File: src/rtl/instr_mem_sync.sv
// rtl/instr_mem_sync.sv - synchronous-read instruction memory with clear sweep and program-load port
//
// Purpose:
//   Word-addressed instruction store sitting between the fetch stage and a
//   program-load port. After reset it sweeps NOP_WORD into every word, then
//   raises ready. From then on it serves registered reads (1-cycle latency,
//   one per cycle) and accepts loads. Reads are read-first against a load
//   to the same address in the same cycle.
//
// Optional feature macro: INSTR_MEM_PARITY_EN
//   Adds one even-parity bit per word, the rd_perr output and the
//   ld_par_inv fault-injection input.
//
// Ports:
//   clk        in   1       clock, rising edge
//   rst_n      in   1       asynchronous active-low reset
//   rd_req     in   1       fetch request (sampled only while ready=1)
//   rd_addr    in   ADDR_W  fetch word address
//   rd_valid   out  1       rd_data/rd_oor valid this cycle
//   rd_data    out  DATA_W  fetched word (holds while rd_valid=0)
//   rd_oor     out  1       fetched address was >= DEPTH
//   ld_en      in   1       program-load write strobe
//   ld_addr    in   ADDR_W  load word address
//   ld_data    in   DATA_W  load word
//   ld_err     out  1       one-cycle pulse: load rejected
//   ready      out  1       clear sweep finished
//   ld_par_inv in   1       (parity build) invert stored parity of loaded word
//   rd_perr    out  1       (parity build) stored parity mismatch on read

module instr_mem_sync #(
    parameter int                DATA_W   = 32,
    parameter int                DEPTH    = 64,
    parameter int                ADDR_W   = 6,
    parameter logic [DATA_W-1:0] NOP_WORD = '0
) (
    input  logic              clk,
    input  logic              rst_n,
    input  logic              rd_req,
    input  logic [ADDR_W-1:0] rd_addr,
    output logic              rd_valid,
    output logic [DATA_W-1:0] rd_data,
    output logic              rd_oor,
    input  logic              ld_en,
    input  logic [ADDR_W-1:0] ld_addr,
    input  logic [DATA_W-1:0] ld_data,
    output logic              ld_err,
    output logic              ready
`ifdef INSTR_MEM_PARITY_EN
    ,
    input  logic              ld_par_inv,
    output logic              rd_perr
`endif
);

    // One extra bit on the compare so DEPTH == 2**ADDR_W never wraps to 0.
    localparam logic [ADDR_W:0]   DEPTH_X  = (ADDR_W + 1)'(DEPTH);
    localparam logic [ADDR_W-1:0] LAST_IDX = ADDR_W'(DEPTH - 1);
    localparam logic [ADDR_W-1:0] ONE      = ADDR_W'(1);

    typedef enum logic {
        S_CLEAR = 1'b0,
        S_RUN   = 1'b1
    } state_t;

    state_t            state;
    state_t            state_nxt;
    logic [ADDR_W-1:0] cnt;
    logic              clr_we;

    logic [DATA_W-1:0] mem [DEPTH];

    logic rd_addr_oor;
    logic ld_addr_oor;
    logic rd_fire;
    logic ld_we;

    assign rd_addr_oor = ({1'b0, rd_addr} >= DEPTH_X);
    assign ld_addr_oor = ({1'b0, ld_addr} >= DEPTH_X);
    assign rd_fire     = ready & rd_req;
    assign ld_we       = ready & ld_en & ~ld_addr_oor;

    // State register and sweep counter.
    always_ff @(posedge clk or negedge rst_n) begin
        if (!rst_n) begin
            state <= S_CLEAR;
            cnt   <= '0;
        end else begin
            state <= state_nxt;
            if (state == S_CLEAR) begin
                cnt <= cnt + ONE;
            end
        end
    end

    // Next-state logic: RUN is terminal until the next reset.
    always_comb begin
        state_nxt = state;
        case (state)
            S_CLEAR: if (cnt == LAST_IDX) state_nxt = S_RUN;
            S_RUN:   state_nxt = S_RUN;
            default: state_nxt = S_CLEAR;
        endcase
    end

    // State-decoded outputs.
    always_comb begin
        ready  = 1'b0;
        clr_we = 1'b0;
        case (state)
            S_CLEAR: clr_we = 1'b1;
            S_RUN:   ready  = 1'b1;
            default: clr_we = 1'b1;
        endcase
    end

    // Array write port: the sweep owns it during CLEAR, the load port in RUN.
    always_ff @(posedge clk) begin
        if (clr_we) begin
            mem[cnt] <= NOP_WORD;
        end else if (ld_we) begin
            mem[ld_addr] <= ld_data;
        end
    end

    // Registered read. Sampling mem before the write lands gives read-first.
    always_ff @(posedge clk or negedge rst_n) begin
        if (!rst_n) begin
            rd_valid <= 1'b0;
            rd_data  <= NOP_WORD;
            rd_oor   <= 1'b0;
            ld_err   <= 1'b0;
        end else begin
            rd_valid <= rd_fire;
            rd_oor   <= rd_fire & rd_addr_oor;
            ld_err   <= ld_en & (~ready | ld_addr_oor);
            if (rd_fire) begin
                rd_data <= rd_addr_oor ? NOP_WORD : mem[rd_addr];
            end
        end
    end

`ifdef INSTR_MEM_PARITY_EN
    logic par_mem [DEPTH];

    always_ff @(posedge clk) begin
        if (clr_we) begin
            par_mem[cnt] <= ^NOP_WORD;
        end else if (ld_we) begin
            par_mem[ld_addr] <= (^ld_data) ^ ld_par_inv;
        end
    end

    always_ff @(posedge clk or negedge rst_n) begin
        if (!rst_n) begin
            rd_perr <= 1'b0;
        end else begin
            rd_perr <= rd_fire & ~rd_addr_oor & (par_mem[rd_addr] != (^mem[rd_addr]));
        end
    end
`endif

endmodule

File: config.mk
export PLATFORM = sky130hd
export DESIGN_NAME = instr_mem_sync
export DESIGN_NICKNAME = d
export VERILOG_FILES = /design/src/rtl/instr_mem_sync.sv
export SDC_FILE = /design/constraint.sdc
export NUM_CORES = 2
export LEC_CHECK = 0
export ABC_CLOCK_PERIOD_IN_PS = 3800
export CAP_MARGIN = 10
export CORE_MARGIN = 5
export CORE_UTILIZATION = 35
export DETAILED_ROUTE_END_ITERATION = 6
export PLACE_DENSITY_LB_ADDON = 0.05
export SETUP_SLACK_MARGIN = 0.3
export SYNTH_ARGS = -nofsm -noshare
export SYNTH_HDL_FRONTEND = slang
export SYNTH_SLANG_ARGS = --single-unit
File: constraint.sdc
create_clock -name clk -period 3.8 [get_ports clk]
set_input_delay 0.76 -clock clk [delete_from_list [all_inputs] [get_ports clk]]
set_output_delay 0.76 -clock clk [all_outputs]
set_load 0.02 [all_outputs]
==> reports/results.ini <==
[sta]
rsz0062_at_grt = no
fmax_ghz = 0.3039
final.setup.tns_ns = 0
finalMaxSlewViolations = 0
layout_setup_ws_ns = 0.5095
period_share = 0.8659
finalSetupViolCount = 0
tightest_slew_ns = 0.9907
fin_crit_ns = 3.291
hold_violations = 0
slew_headroom = 0.3396
skew_ns = 0.02816

[place]
dp_hpwl_um = 150000
port_buffers = 82
dpl.cell_count = 6924
gp_congestion = 0.7536
placed_area_um2 = 88120
place_ws_ns = -0.1687

[global_route]
grt_overflow = 0
grtUsageTotal = 0.2070
grt_max_degree = 73
grt_antenna_before_repair = 20
grt_pass1_wl_um = 341000
grt_pass1_vias = 39992

[power_and_ir_drop]
power_frac_seq = 0.527
power_density_nw_per_um2 = 496.6
ir_worst_vdd_mv = 0.4938
p_int_uw = 37410
p_leak_uw = 0.02555
p_switching_uw = 9889
swShare = 0.2091
clockPowerShare = 0.447
comb_power_share = 0.027

[yosys]
syn_avg_cell_area_um2 = 21.53
synth_enable_flop_cells = 2048
synthArstFlopShare = 0.01963
yosysSeqAreaShare = 0.7844
synth_warnings = 0
syn-cell-area_um2 = 79720
yosys.cell_types.count = 43
postSynthCellCount = 3703
synthFlopType = edfxtp_1
syn_nets = 3752
synth_seq_cells = 2089

[clock_network]
clock-sinks = 2089
hold_buffers = 0
ctsRootBufferMaster = clkbuf_16
cts_max_level = 4
cts_tree = done
clk_path_buf_depth = 3
clkLatencyLatePin_ns = 0.87
cts.repair.resized = 0
cts_setup_buffers = 0
clk_pin_slew_ns = 0.06
numCtsBuffers = 226

[floorplanning]
die_x_um = 487.2
die_h_um = 487.2
placementRows = 175
die-area_um2 = 237400
start_util = 0.3511
io_pins = 84
core_region_area_um2 = 227100

[drt]
drtIter0Drc = 3620
ant_nets = 0
detail_route.wl_per_cell_um = 33.56
dr.pass1.iters = 5
route.vias.total = 39145
route.detailed.drc = 0
avgViaCountPerCell = 5.321
drt-total-wl_um = 246900

[setup_path]
slowest_delay_ns = 0.66
worst_r2r_startpoint = state
worstSetupPathType = reg2out
crit_required_ns = 3.04
worstSetupEndpointType = output port
worstPathArrival_ns = 2.53
crit_slowest_cell = clkdlybuf4s50_1
critPathLaunch = state
cp_cell_sequence = buf_4 > clkdlybuf4s50_1
reg2reg_setup_slack_ns = 1.02
rr_worst_depth = 9
regToRegEndpoint = rd_data[3]
critPathMaxFanout = 34
crit_end = ready
start_kind = flip-flop

[final_layout]
final_nets = 4192
fillers = 19820
final_cells = 7357
final_cell_area_um2 = 95250
multi_input_area_um2 = 16650
seq_area_um2 = 62530
area_delta_synth_final_pct = 19.49
drive_gt1_frac = 0.2645

[run_status]
status = complete, no violations

[job]
maxCapViolCount = 0

[worst_hold_path]
hp-class = in2async

## kinds of logic (layout without fill, tap and decap cells)
group	Yosys count	count (layout)	synth area share
compound gates	365	365	0.03326
buf+inv	217	847	0.01392
other cells	1	16	0.00004704
flops	2089	2089	0.7844
xor+xnor	5	5	0.0005493
fa+ha+maj	1	1	0.0001569
mux	675	675	0.1451
simple gates	350	350	0.02265
## worst max-delay path, delay by kind of cell, from the launching register on
kind                   cells  cell delay (ns)
DFF                        1             0.64
buffers and inverters      2             1.02
## registers in the layout, summed over array words and instances, names as in the netlist
| signal | count |
|---|---|
| mem | 2048 |
| rd_data | 32 |
| cnt | 6 |
| ld_err | 1 |
| rd_valid | 1 |
| state | 1 |
## placed cells by master, fill, tap and decap left out, types with 33 or more instances in the layout
master	synthesis	final
and3_2	0	33
nand3_1	71	71
a21oi_1	33	33
clkbuf_16	0	228
nand2_1	59	57
nor2b_1	36	33
mux4_2	384	384
a211oi_1	62	62
clkdlybuf4s50_1	0	78
clkinv_1	0	44
or3_1	35	35
nor2_4	1	67
dfrtp_1	41	41
edfxtp_1	2048	2048
o22ai_1	65	65
buf_4	19	205
clkbuf_1	85	74
a22oi_1	160	160
mux2i_1	289	289
buf_12	0	140
## power by group through the flow
stage	logic [µW]	clock network, µW	registers (µW)
after global placement	1310	0	25400
after global routing	1330	22700	24900
after CTS	1310	21700	24900
after floorplan	688	0	25400
final	1270	21100	24900
after detailed placement	1300	0	25400
## layout make-up
type                       count  share of cell area
clock inverter                96            0.008735
clock buffer                 322             0.06571
multi-input combinational   1397              0.1748
sequential                  2089              0.6564
tap                         3009             0.03953
timing repair buffer         427             0.05430
antenna                       15           0.0003941
inverter                       2          0.00007882
## layer usage
metal / global-route usage / wire length (µm) / vias to the layer above
met1: 0.2863 / 106600 / 21417
met4: 0.04412 / 4953 / 0
li1: - / - / 16586
met2: 0.3527 / 124800 / 891
met5: 0 / 0 / -
met3: 0.02624 / 10500 / 251
## worst min path at each step
stage | from | end | cells past startpoint
after floorplan | rst_n | cnt[0] | 0
after global placement | rd_data[15] | rd_data[15] | 1
after detailed placement | rd_data[15] | rd_data[15] | 1
after CTS | rst_n | rd_data[8] | 2
after global routing | rst_n | rd_data[3] | 2
final | rst_n | rd_data[10] | 2
## synthesized netlist by cell type, types with 3 or more instances
cell	n	area, µm²
a211oi_1	62	465.5
a21oi_1	33	165.2
a221o_1	32	320.3
a22oi_1	160	1201
and3_1	33	206.5
buf_1	12	45.04
buf_2	83	415.4
buf_4	19	142.6
buf_6	16	180.2
clkbuf_1	85	319.1
dfrtp_1	41	1026
edfxtp_1	2048	61500
mux2i_1	289	2893
mux4_2	384	8648
nand2_1	59	221.5
nand2b_1	3	18.77
nand3_1	71	355.3
nand3b_1	5	37.54
nand4_1	32	200.2
nor2_1	67	251.5
nor2b_1	36	225.2
o21a_1	3	22.52
o21ai_0	3	15.01
o22ai_1	65	406.6
or3_1	35	219.0
xnor2_1	4	35.03
## per-stage QoR
step / util / hold slack [ns] / total power, µW
floorplan: - / 0.4644 / 26080
finish: 0.4195 / 0.1127 / 47300
detailed placement: 0.3881 / 0.5054 / 26690
CTS: 0.4193 / 0.07597 / 47880
global placement: 0.3881 / 0.5038 / 26690
global route: 0.4193 / 0.1021 / 48900
(Power assumes the default switching activity.)
